<file path="src/rtl/mips_control_unit.sv">
`default_nettype none
// +----------------------------------------------------------------------------+
// | Module      : mips_control_unit                                            |
// | Description : Multicycle Moore control FSM for the multicycle MIPS         |
// |               datapath. It decodes Opcode/Funct from the instruction       |
// |               register and the ALU flags, and sources every mux select,    |
// |               register load strobe, memory strobe and ALU function code.   |
// |                                                                            |
// | Parameters  : MEM_WAIT (0..7) - extra memory cycles; FETCH and MEM_READ    |
// |               each last MEM_WAIT+1 cycles.                                 |
// | Option      : MIPS_CTRL_EXCEPTION_EN - when defined, invalid instructions  |
// |               and arithmetic overflow divert to state EXC (EPC load and    |
// |               jump to the exception vector). When undefined, INVALID is a  |
// |               one-cycle no-op, overflow is ignored and EPC_load is 0.      |
// |                                                                            |
// | Ports       : Clk, Reset_n (async, active low)                             |
// |               Opcode[5:0], Funct[5:0]  - IR fields                         |
// |               ALU_zero, ALU_overflow   - ALU flags                         |
// |               PC_load, IorD, wr, MemtoReg, IR_load, MDR_load, RegWrite,    |
// |               RegDst, ALUSrcA, ALUSrcB[1:0], ALU_sel[2:0], PCSource[1:0],  |
// |               A_load, B_load, ALUOut_load, EPC_load - datapath controls    |
// |               State[3:0] - current state, for debug/trace                  |
// |                                                                            |
// | Revision    : 1.0 - initial release                                        |
// +----------------------------------------------------------------------------+
module mips_control_unit #(
   parameter int MEM_WAIT = 1
) (
   input  logic       Clk,
   input  logic       Reset_n,
   input  logic [5:0] Opcode,
   input  logic [5:0] Funct,
   input  logic       ALU_zero,
   input  logic       ALU_overflow,
   output logic       PC_load,
   output logic       IorD,
   output logic       wr,
   output logic       MemtoReg,
   output logic       IR_load,
   output logic       MDR_load,
   output logic       RegWrite,
   output logic       RegDst,
   output logic       ALUSrcA,
   output logic [1:0] ALUSrcB,
   output logic [2:0] ALU_sel,
   output logic [1:0] PCSource,
   output logic       A_load,
   output logic       B_load,
   output logic       ALUOut_load,
   output logic       EPC_load,
   output logic [3:0] State
);

   // ------------------------------------------------------------------------
   // Encodings
   // ------------------------------------------------------------------------
   localparam logic [5:0] c_OP_RTYPE = 6'h00;
   localparam logic [5:0] c_OP_J     = 6'h02;
   localparam logic [5:0] c_OP_BEQ   = 6'h04;
   localparam logic [5:0] c_OP_BNE   = 6'h05;
   localparam logic [5:0] c_OP_ADDI  = 6'h08;
   localparam logic [5:0] c_OP_LW    = 6'h23;
   localparam logic [5:0] c_OP_SW    = 6'h2B;

   localparam logic [5:0] c_FN_ADD   = 6'h20;
   localparam logic [5:0] c_FN_SUB   = 6'h22;
   localparam logic [5:0] c_FN_AND   = 6'h24;
   localparam logic [5:0] c_FN_XOR   = 6'h26;
   localparam logic [5:0] c_FN_SLT   = 6'h2A;

   localparam logic [2:0] c_ALU_PASS = 3'b000;
   localparam logic [2:0] c_ALU_ADD  = 3'b001;
   localparam logic [2:0] c_ALU_SUB  = 3'b010;
   localparam logic [2:0] c_ALU_AND  = 3'b011;
   localparam logic [2:0] c_ALU_XOR  = 3'b110;
   localparam logic [2:0] c_ALU_CMP  = 3'b111;

   // Wait count value that marks the last cycle of a memory access state
   localparam logic [2:0] c_WAIT_LAST = 3'(MEM_WAIT);

   typedef enum logic [3:0] {
      S_RESET     = 4'd0,
      S_FETCH     = 4'd1,
      S_DECODE    = 4'd2,
      S_R_EXEC    = 4'd3,
      S_R_WB      = 4'd4,
      S_MEM_ADDR  = 4'd5,
      S_MEM_READ  = 4'd6,
      S_LOAD_WB   = 4'd7,
      S_MEM_WRITE = 4'd8,
      S_BRANCH    = 4'd9,
      S_JUMP      = 4'd10,
      S_ADDI_EXEC = 4'd11,
      S_ADDI_WB   = 4'd12,
      S_INVALID   = 4'd13
`ifdef MIPS_CTRL_EXCEPTION_EN
      ,
      S_EXC       = 4'd14
`endif
   } state_t;

   // ------------------------------------------------------------------------
   // State and registered outputs
   // ------------------------------------------------------------------------
   state_t     r_state;
   logic [2:0] r_wait_cnt;
   logic       r_pc_write;
   logic       r_pc_write_cond;
   logic       r_branch_ne;
   logic       r_iord;
   logic       r_wr;
   logic       r_mem_to_reg;
   logic       r_ir_load;
   logic       r_mdr_load;
   logic       r_reg_write;
   logic       r_reg_dst;
   logic       r_alu_src_a;
   logic [1:0] r_alu_src_b;
   logic [2:0] r_alu_sel;
   logic [1:0] r_pc_source;
   logic       r_a_load;
   logic       r_b_load;
   logic       r_aluout_load;
`ifdef MIPS_CTRL_EXCEPTION_EN
   logic       r_epc_load;
`endif

   // ------------------------------------------------------------------------
   // Combinational next-state and next-output decode
   // ------------------------------------------------------------------------
   state_t     w_next_state;
   logic [2:0] w_next_wait;
   logic       w_wait_done;
   logic       w_next_last;
   logic       w_funct_ok;
   logic       w_funct_addsub;
   logic [2:0] w_funct_sel;

   logic       w_pc_write;
   logic       w_pc_write_cond;
   logic       w_branch_ne;
   logic       w_iord;
   logic       w_wr;
   logic       w_mem_to_reg;
   logic       w_ir_load;
   logic       w_mdr_load;
   logic       w_reg_write;
   logic       w_reg_dst;
   logic       w_alu_src_a;
   logic [1:0] w_alu_src_b;
   logic [2:0] w_alu_sel;
   logic [1:0] w_pc_source;
   logic       w_a_load;
   logic       w_b_load;
   logic       w_aluout_load;
   logic       w_epc_load;

   assign w_wait_done = (r_wait_cnt == c_WAIT_LAST);

   // R-type function decode; unknown Funct values make the instruction invalid
   always_comb begin
      w_funct_ok     = 1'b1;
      w_funct_addsub = 1'b0;
      w_funct_sel    = c_ALU_PASS;
      case (Funct)
         c_FN_ADD: begin w_funct_sel = c_ALU_ADD; w_funct_addsub = 1'b1; end
         c_FN_SUB: begin w_funct_sel = c_ALU_SUB; w_funct_addsub = 1'b1; end
         c_FN_AND: w_funct_sel = c_ALU_AND;
         c_FN_XOR: w_funct_sel = c_ALU_XOR;
         c_FN_SLT: w_funct_sel = c_ALU_CMP;
         default:  w_funct_ok  = 1'b0;
      endcase
   end

`ifndef MIPS_CTRL_EXCEPTION_EN
   // Overflow has no consumer when exceptions are compiled out
   logic [1:0] w_unused_ovf;
   assign w_unused_ovf = {ALU_overflow, w_funct_addsub};
`endif

   always_comb begin
      w_next_state = r_state;
      case (r_state)
         S_RESET:  w_next_state = S_FETCH;
         S_FETCH:  if (w_wait_done) w_next_state = S_DECODE;
         S_DECODE: begin
            case (Opcode)
               c_OP_RTYPE:         w_next_state = S_R_EXEC;
               c_OP_LW, c_OP_SW:   w_next_state = S_MEM_ADDR;
               c_OP_BEQ, c_OP_BNE: w_next_state = S_BRANCH;
               c_OP_ADDI:          w_next_state = S_ADDI_EXEC;
               c_OP_J:             w_next_state = S_JUMP;
               default:            w_next_state = S_INVALID;
            endcase
         end
         S_R_EXEC: begin
            if (!w_funct_ok)
               w_next_state = S_INVALID;
`ifdef MIPS_CTRL_EXCEPTION_EN
            else if (w_funct_addsub && ALU_overflow)
               w_next_state = S_EXC;
`endif
            else
               w_next_state = S_R_WB;
         end
         S_MEM_ADDR:  w_next_state = (Opcode == c_OP_SW) ? S_MEM_WRITE : S_MEM_READ;
         S_MEM_READ:  if (w_wait_done) w_next_state = S_LOAD_WB;
         S_ADDI_EXEC: begin
`ifdef MIPS_CTRL_EXCEPTION_EN
            if (ALU_overflow)
               w_next_state = S_EXC;
            else
`endif
               w_next_state = S_ADDI_WB;
         end
`ifdef MIPS_CTRL_EXCEPTION_EN
         S_INVALID:   w_next_state = S_EXC;
`else
         S_INVALID:   w_next_state = S_FETCH;
`endif
         default:     w_next_state = S_FETCH;
      endcase
   end

   // Counter restarts on every state change; only the wait states self-loop
   assign w_next_wait = (w_next_state != r_state) ? 3'd0 : (r_wait_cnt + 3'd1);
   assign w_next_last = (w_next_wait == c_WAIT_LAST);

   // Outputs are decoded for the state being entered and then registered, so
   // the output registers always reflect the current state.
   always_comb begin
      w_pc_write      = 1'b0;
      w_pc_write_cond = 1'b0;
      w_branch_ne     = 1'b0;
      w_iord          = 1'b0;
      w_wr            = 1'b0;
      w_mem_to_reg    = 1'b0;
      w_ir_load       = 1'b0;
      w_mdr_load      = 1'b0;
      w_reg_write     = 1'b0;
      w_reg_dst       = 1'b0;
      w_alu_src_a     = 1'b0;
      w_alu_src_b     = 2'b00;
      w_alu_sel       = c_ALU_PASS;
      w_pc_source     = 2'b00;
      w_a_load        = 1'b0;
      w_b_load        = 1'b0;
      w_aluout_load   = 1'b0;
      w_epc_load      = 1'b0;
      case (w_next_state)
         S_FETCH: begin
            w_alu_src_b = 2'b01;
            w_alu_sel   = c_ALU_ADD;
            if (w_next_last) begin
               w_ir_load  = 1'b1;
               w_pc_write = 1'b1;
            end
         end
         S_DECODE: begin
            w_alu_src_b   = 2'b11;
            w_alu_sel     = c_ALU_ADD;
            w_a_load      = 1'b1;
            w_b_load      = 1'b1;
            w_aluout_load = 1'b1;
         end
         S_R_EXEC: begin
            w_alu_src_a   = 1'b1;
            w_alu_sel     = w_funct_sel;
            w_aluout_load = 1'b1;
         end
         S_R_WB: begin
            w_reg_dst   = 1'b1;
            w_reg_write = 1'b1;
         end
         S_MEM_ADDR, S_ADDI_EXEC: begin
            w_alu_src_a   = 1'b1;
            w_alu_src_b   = 2'b10;
            w_alu_sel     = c_ALU_ADD;
            w_aluout_load = 1'b1;
         end
         S_MEM_READ: begin
            w_iord     = 1'b1;
            w_mdr_load = w_next_last;
         end
         S_LOAD_WB: begin
            w_mem_to_reg = 1'b1;
            w_reg_write  = 1'b1;
         end
         S_MEM_WRITE: begin
            w_iord = 1'b1;
            w_wr   = 1'b1;
         end
         S_BRANCH: begin
            w_alu_src_a     = 1'b1;
            w_alu_sel       = c_ALU_SUB;
            w_pc_source     = 2'b01;
            w_pc_write_cond = 1'b1;
            w_branch_ne     = (Opcode == c_OP_BNE);
         end
         S_JUMP: begin
            w_pc_source = 2'b10;
            w_pc_write  = 1'b1;
         end
         S_ADDI_WB: w_reg_write = 1'b1;
`ifdef MIPS_CTRL_EXCEPTION_EN
         S_EXC: begin
            // ALU forms PC-4 (PC already advanced in FETCH) for the EPC
            w_alu_src_b = 2'b01;
            w_alu_sel   = c_ALU_SUB;
            w_epc_load  = 1'b1;
            w_pc_source = 2'b11;
            w_pc_write  = 1'b1;
         end
`endif
         default: ;
      endcase
   end

   // ------------------------------------------------------------------------
   // State register; reset clears every strobe immediately
   // ------------------------------------------------------------------------
   always_ff @(posedge Clk or negedge Reset_n) begin
      if (!Reset_n) begin
         r_state         <= S_RESET;
         r_wait_cnt      <= 3'd0;
         r_pc_write      <= 1'b0;
         r_pc_write_cond <= 1'b0;
         r_branch_ne     <= 1'b0;
         r_iord          <= 1'b0;
         r_wr            <= 1'b0;
         r_mem_to_reg    <= 1'b0;
         r_ir_load       <= 1'b0;
         r_mdr_load      <= 1'b0;
         r_reg_write     <= 1'b0;
         r_reg_dst       <= 1'b0;
         r_alu_src_a     <= 1'b0;
         r_alu_src_b     <= 2'b00;
         r_alu_sel       <= 3'b000;
         r_pc_source     <= 2'b00;
         r_a_load        <= 1'b0;
         r_b_load        <= 1'b0;
         r_aluout_load   <= 1'b0;
`ifdef MIPS_CTRL_EXCEPTION_EN
         r_epc_load      <= 1'b0;
`endif
      end else begin
         r_state         <= w_next_state;
         r_wait_cnt      <= w_next_wait;
         r_pc_write      <= w_pc_write;
         r_pc_write_cond <= w_pc_write_cond;
         r_branch_ne     <= w_branch_ne;
         r_iord          <= w_iord;
         r_wr            <= w_wr;
         r_mem_to_reg    <= w_mem_to_reg;
         r_ir_load       <= w_ir_load;
         r_mdr_load      <= w_mdr_load;
         r_reg_write     <= w_reg_write;
         r_reg_dst       <= w_reg_dst;
         r_alu_src_a     <= w_alu_src_a;
         r_alu_src_b     <= w_alu_src_b;
         r_alu_sel       <= w_alu_sel;
         r_pc_source     <= w_pc_source;
         r_a_load        <= w_a_load;
         r_b_load        <= w_b_load;
         r_aluout_load   <= w_aluout_load;
`ifdef MIPS_CTRL_EXCEPTION_EN
         r_epc_load      <= w_epc_load;
`endif
      end
   end

   // ------------------------------------------------------------------------
   // Output assignments
   // ------------------------------------------------------------------------
   // Branch condition is the only combinational path from an input
   assign PC_load     = r_pc_write | (r_pc_write_cond & (r_branch_ne ? ~ALU_zero : ALU_zero));
   assign IorD        = r_iord;
   assign wr          = r_wr;
   assign MemtoReg    = r_mem_to_reg;
   assign IR_load     = r_ir_load;
   assign MDR_load    = r_mdr_load;
   assign RegWrite    = r_reg_write;
   assign RegDst      = r_reg_dst;
   assign ALUSrcA     = r_alu_src_a;
   assign ALUSrcB     = r_alu_src_b;
   assign ALU_sel     = r_alu_sel;
   assign PCSource    = r_pc_source;
   assign A_load      = r_a_load;
   assign B_load      = r_b_load;
   assign ALUOut_load = r_aluout_load;
   assign State       = r_state;
`ifdef MIPS_CTRL_EXCEPTION_EN
   assign EPC_load    = r_epc_load;
`else
   assign EPC_load    = 1'b0;
   logic w_unused_epc;
   assign w_unused_epc = w_epc_load;
`endif

endmodule
`default_nettype wire

</file>
<file path="config.mk">
export PLATFORM = sky130hd
export DESIGN_NAME = mips_control_unit
export DESIGN_NICKNAME = d
export VERILOG_FILES = /design/src/rtl/mips_control_unit.sv
export SDC_FILE = /design/constraint.sdc
export NUM_CORES = 1
export LEC_CHECK = 0
export ABC_CLOCK_PERIOD_IN_PS = 2100
export CELL_PAD_IN_SITES_DETAIL_PLACEMENT = 1
export CELL_PAD_IN_SITES_GLOBAL_PLACEMENT = 1
export CORE_UTILIZATION = 28
export CTS_BUF_LIST = sky130_fd_sc_hd__clkbuf_8
export CTS_CLUSTER_SIZE = 40
export DETAILED_ROUTE_END_ITERATION = 16
export GPL_TIMING_DRIVEN = 0
export PLACE_DENSITY_LB_ADDON = 0.1
export SETUP_SLACK_MARGIN = 0.5
export SLEW_MARGIN = 30
export SYNTH_ARGS = -nofsm -noshare
export SYNTH_HDL_FRONTEND = slang
export SYNTH_SLANG_ARGS = --single-unit
export TNS_END_PERCENT = 10
</file>
<file path="constraint.sdc">
create_clock -name Clk -period 2.1 [get_ports Clk]
set_input_delay 0.315 -clock Clk [delete_from_list [all_inputs] [get_ports Clk]]
set_output_delay 0.315 -clock Clk [all_outputs]
set_load 0.05 [all_outputs]
</file>
; Yosys cells after proc, flatten, opt, wreduce, memory -nomap -nowiden
; Index checks and enable logic that the tools add are counted.
[totals]
reg_bits = 27
latchBits = 0
mem_bits_rw = 0
rom_bits = 0
in_bits = 16
out_inout_bits = 24
word_cells = 91
mem_count = 0
[classes]
add_sub_neg = 1
multipliers = 0
div_mod_pow = 0
magnitude_cmp = 0
eq_ne = 32
shifts = 0
n_mux = 27
bitwise_logic = 3
n_reduce_logical = 10
[op_table]
columns = operator, count
row1 = "== test 6 bit, second input constant", 7
row2 = "== test 4 x 3 -> 1 bit, second input constant", 6
row3 = "== test 4 bit, second input constant", 6
row4 = one-hot mux 4 bit (6 select lines), 1
row5 = one-hot mux 4 bit (5 select lines), 1
row6 = "== test 4 x 2 -> 1 bit, second input constant", 4
row7 = 2-to-1 mux 4 bit, 4
row8 = 2-to-1 mux 1 bit, 15
row9 = one-hot mux 3 bit (5 select lines), 1
row10 = "== test 6 x 3 -> 1 bit, second input constant", 2
row11 = OR reduction 4 bit, 3
row12 = one-hot mux 3 bit (3 select lines), 1
row13 = "== test 4 x 1 -> 1 bit, second input constant", 2
row14 = OR reduction 2 bit, 4
row15 = "== test 3 x 1 -> 1 bit, second input constant", 2
row16 = "== test 6 x 2 -> 1 bit, second input constant", 1
row17 = "== test 6 x 4 -> 1 bit, second input constant", 1
row18 = logical NOT 6 bit, 1
row19 = one-hot mux 2 bit (3 select lines), 1
row20 = OR reduction 5 bit, 1
row21 = != test 4 bit, 1
row22 = one-hot mux 2 bit (2 select lines), 1
row23 = "adder 3 x 1 -> 3 bit, second input constant", 1
row24 = 2-to-1 mux 3 bit, 1
row25 = 5 further kinds, 5

; Depth between registers and ports, before layout
[depth]
ltp_word = 10
mapped_depth = 10
mapped_depth_nobuf = 9

; Worst setup path before layout
; OpenSTA, ideal clock, no wires.
[synth_path]
path_kind = flip-flop to flip-flop
start = register r_state[1], in the netlist State[1]
end = register r_pc_write
setup_ns = 0.124
arrival_time_ns = 2.073
required_time_ns = 1.976
path_slack_ns = -0.097
stages_incl_launch_ff = 9
path_buffers = 1
synth_period_minus_slack_ns = 2.197
path_cell_list = dfrtp_1 > nand2b_1 > or4_1 > buf_6 > inv_4 > o32a_2 > a311oi_2 > and3_4 > or2_1
[synth_between]
elab_chain_cells = 7
elab_cells_between_ends = 16
classes_between = eq/ne: 10 / mux: 6
[synth_rtl]
columns = item, line_no
row1 = start: declaration, 105  ; state_t r_state;
row2 = start signal: assignment, 347  ; r_state <= w_next_state;
row3 = "== test 4 bit, or another cell as far along", 183  ; case (r_state)
row4 = one-hot mux 4 bit (6 select lines), 183
row5 = != test 4 bit, 226  ; assign w_next_wait = (w_next_state != r_state) ? 3'd0 : (r_wait_cnt + 3'd1);
row6 = 2-to-1 mux 3 bit, 226
row7 = == test 3 x 1 -> 1 bit, 227  ; assign w_next_last = (w_next_wait == c_WAIT_LAST);
row8 = 2-to-1 mux 1 bit, 254  ; if (w_next_last) begin
row9 = one-hot mux 1 bit (2 select lines) *, 250  ; case (w_next_state)
row10 = named net w_pc_write, 139  ; logic w_pc_write;
row11 = end signal: assignment, 349  ; r_pc_write <= w_pc_write;
row12 = end: declaration, 107  ; logic r_pc_write;
; The timed path passes the listed nets; every way through them passes the cells marked *.

; Final worst setup path
[layout_path]
start = register r_wait_cnt[1]
end = register r_pc_write
[layout_between]
elab_chain_cells = 8
elab_cells_between_ends = 12
classes_between = add/sub: 1 / eq/ne: 5 / mux: 6
[layout_rtl]
columns = item, line_no
row1 = start: declaration, 106  ; logic [2:0] r_wait_cnt;
row2 = start signal: assignment, 348  ; r_wait_cnt <= w_next_wait;
row3 = == test 3 x 1 -> 1 bit, 158  ; assign w_wait_done = (r_wait_cnt == c_WAIT_LAST);
row4 = "2-to-1 mux 4 bit, on equally long branches", "207, 185"
row5 = one-hot mux 4 bit (6 select lines), 183
row6 = != test 4 bit, 226
row7 = 2-to-1 mux 3 bit, 226
row8 = == test 3 x 1 -> 1 bit, 227
row9 = 2-to-1 mux 1 bit, 254
row10 = one-hot mux 1 bit (2 select lines) *, 250
row11 = named net w_pc_write, 139
; Marks and branches as above.

==> flow_summary.toml <==
[run_status]
status = "completed"

[sta]
grt_setup_unrepaired = "yes"
holdWs_ns = 0.0247
tightest_slew_ns = 0.558
fin_worst_skew_ns = 0.00593
setup_viol = 0
slew_viol_final = 0
min_period_over_period = 0.945
tns_ns = 0
max_freq_mhz = 504
fin_crit_ns = 1.99
relSlewSlack = 0.628
timing.final.hold_violations = 0

[detailed_routing]
vias = 1285
vias_per_cell = 4.85
drt_iter0_markers = 29
firstDrtPassIters = 4
drt_wl_total_um = 4060
ant_nets = 0
remaining_drc_errors = 0
wl_per_cell_um = 15.3

[clock_tree]
cts_max_level = 1
cts_max_path_buffers = 2
cts_sinks = 26
clk_latency_ns = 0.27
clkTransAtPathRegs_ns = 0.09
tritoncts = "yes"
cts_root_buffer = "clkbuf_8"
numCtsBuffers = 3

[placement]
finalWeightedCongestion = 0.843
dp_hpwl_um = 2990
port_buffers = 37

[critical_path]
cp.arrival_ns = 2.14
cp.required_ns = 2.26
reg2regPathDepth = 10
reg2reg_from = "r_wait_cnt[1]"
reg2reg_to = "r_pc_write"
worstSetupStartpointType = "flop"
worstSetupPathType = "reg2reg"
rrSetupSlack_ns = 0.11
cp-end-kind = "flop"
critPathLaunch = "r_wait_cnt[1]"
cp_max_fo = 4

[final_layout]
areaGrowthSynthToFinish_pct = 56.2
final_core_util = 0.465
antennaDiodeCount = 0
drive_gt1_frac = 0.364
nets = 217
multi_input_area_um2 = 822
fill_cells = 569
regArea_um2 = 656

[global_routing]
grt_pass1_wl_um = 6670
grt_pass1_vias = 1379
antenna_found_initial = 0
globalRouteOverflowTotal = 0
grt_max_degree = 27
grt_use_total = 0.165

[floorplan]
dieArea_um2 = 5410
start_util = 0.297
die_h_um = 73.5
pin_count = 40
row_count = 25
coreArea_um2 = 4820
die_x_um = 73.5

[logic_synthesis]
synth-xor-area-share = 0.0183
yosysMostFrequentCell = "dfrtp_1"
synth-compound-area-share = 0.190
ys_top_cells_by_area = "dfrtp_1 (45%), o21ai_0 (2.8%), nand2_1 (2.1%)"
synth_top_family_by_area = "simple AND/OR/NAND/NOR gates"
synth_adder_area_share = 0.0175
synth-simple-area-share = 0.251
yosysWarnings = 0
yosys-top-cells-count = "dfrtp_1 (26), nand2_1 (8), o21ai_0 (8)"
synth_flop_cell = "dfrtp_1"
synth_cell_types = 59
syn_area_um2 = 1430
syn_nets = 156
ys_ff_latch = 26
syn_inst = 138
muxShareOfSynthArea = 0.00786
yosys.area.top_type = "dfrtp_1"
ys_async_sr_fraction = 1.00
synth-seq-area-share = 0.454
synth_top_area_frac = 0.454
synth_edf_count = 0
avgSynthCellArea_um2 = 10.4

[power]
p_leak_nw = 1.03
powerDensity_nw_per_um2 = 1430
peakVddDrop_uv = 416

[min_path]
hold_class = "in2async"

[run]
maxCapViolCount = 0
## critical path, cell delays in order (launching register included)
cell	delay (ns)
dfrtp_1	0.40
inv_2	0.07
ha_4	0.13
nand2b_4	0.06
or4_4	0.41
buf_6	0.14
inv_4	0.05
o32a_2	0.13
a311oi_2	0.05
and3_4	0.22
or2_1	0.20
## metal layers
layer  track usage  part of all wire  vias up
met4        0.0662             0.016        0
met3        0.0137             0.028        7
met1         0.202              0.44      620
met5             0                 0        -
met2         0.296              0.51       35
li1              -                 -      623
## metrics by stage
step / std cells / power, W / area, um^2 / worst slack [ns]
6_report: 265 / 0.00320 / 2240 / 0.115
2_1_floorplan: 138 / 0.00190 / 1460 / 0.0189
3_3_place_gp: 242 / 0.00238 / 1910 / -0.707
3_5_place_dp: 242 / 0.00240 / 1910 / -0.685
5_1_grt: 265 / 0.00339 / 2240 / 0.0513
4_1_cts: 264 / 0.00316 / 2200 / 0.116
## cell type report
class	count	area share
Tap cell	67	0.0375
Timing Repair Buffer	56	0.238
Clock inverter	1	0.00168
Multi-Input combinational cell	96	0.367
Sequential cell	26	0.293
Inverter	9	0.0162
Buffer	7	0.0279
Clock buffer	3	0.0184
## cells by family (layout without fill, tap and decap cells)
kind of cell	count (synthesis)	after routing
and+or+nand+nor	55	55
AOI/OAI and AO/OA	34	34
DFF	26	26
buffers and inverters	16	76
xor gates and xnor gates	3	3
adders and majority gates	2	2
other	1	1
muxes	1	1
## where the power goes
group / switching (W) / internal, W
combinational: 0.00124 / 0.000976
sequential: 0.0000687 / 0.000640
clock: 0.000151 / 0.000131
## how the worst max path moves through the flow
| stage | to | slack, ns | depth (start not counted) |
|---|---|---|---|
| global placement | r_branch_ne | -0.71 | 7 |
| detailed placement | r_branch_ne | -0.68 | 7 |
| global route | MDR_load | 0.05 | 8 |
| floorplan | r_pc_write | 0.02 | 8 |
| finish | r_pc_write | 0.11 | 10 |
| CTS | r_pc_write | 0.12 | 10 |
## registers in the layout (all words and copies together), names as in the netlist
register     count
r_pc_write       1
ALUOut_load      1
wr               1
IorD             1
r_wait_cnt       3
r_branch_ne      1
State            4
B_load           1
ALUSrcA          1
MDR_load         1
ALU_sel          3
RegWrite         1
ALUSrcB          2
PCSource         2
MemtoReg         1
IR_load          1
RegDst           1
## placed cells by master, fill, tap and decap left out, types with 2 or more instances in the layout
cell | netlist | layout
clkdlybuf4s50_1 | 0 | 29
dfrtp_1 | 26 | 22
buf_4 | 3 | 22
nand2_1 | 8 | 7
inv_1 | 7 | 6
nor2_1 | 6 | 6
o21ai_0 | 8 | 5
dfrtp_2 | 0 | 4
clkbuf_8 | 0 | 4
and2_1 | 4 | 4
a21oi_1 | 3 | 3
buf_6 | 1 | 3
inv_2 | 1 | 3
o211ai_1 | 3 | 3
nand3_1 | 3 | 3
a21o_1 | 3 | 3
dlygate4sd2_1 | 0 | 3
nor4_4 | 0 | 2
nand2b_4 | 0 | 2
or4_4 | 1 | 2
o21ai_1 | 0 | 2
nor2b_1 | 2 | 2
nor4_1 | 4 | 2
and3_1 | 2 | 2
nor3_2 | 1 | 2
nand2b_1 | 4 | 2
a31oi_1 | 2 | 2
o21ai_2 | 1 | 2
and3b_1 | 2 | 2
xor2_1 | 2 | 2
nor4_2 | 2 | 2
buf_8 | 0 | 2
## what timing repair did
action	CTS	global route
endpoints found under the setup margin	46	45
hold buffers	0	0
resized for setup	48	7
hold endpoints to repair	0	0
cloned	0	0
pin swaps	12	0
buffers inserted	18	1
(Power assumes the default switching activity.)
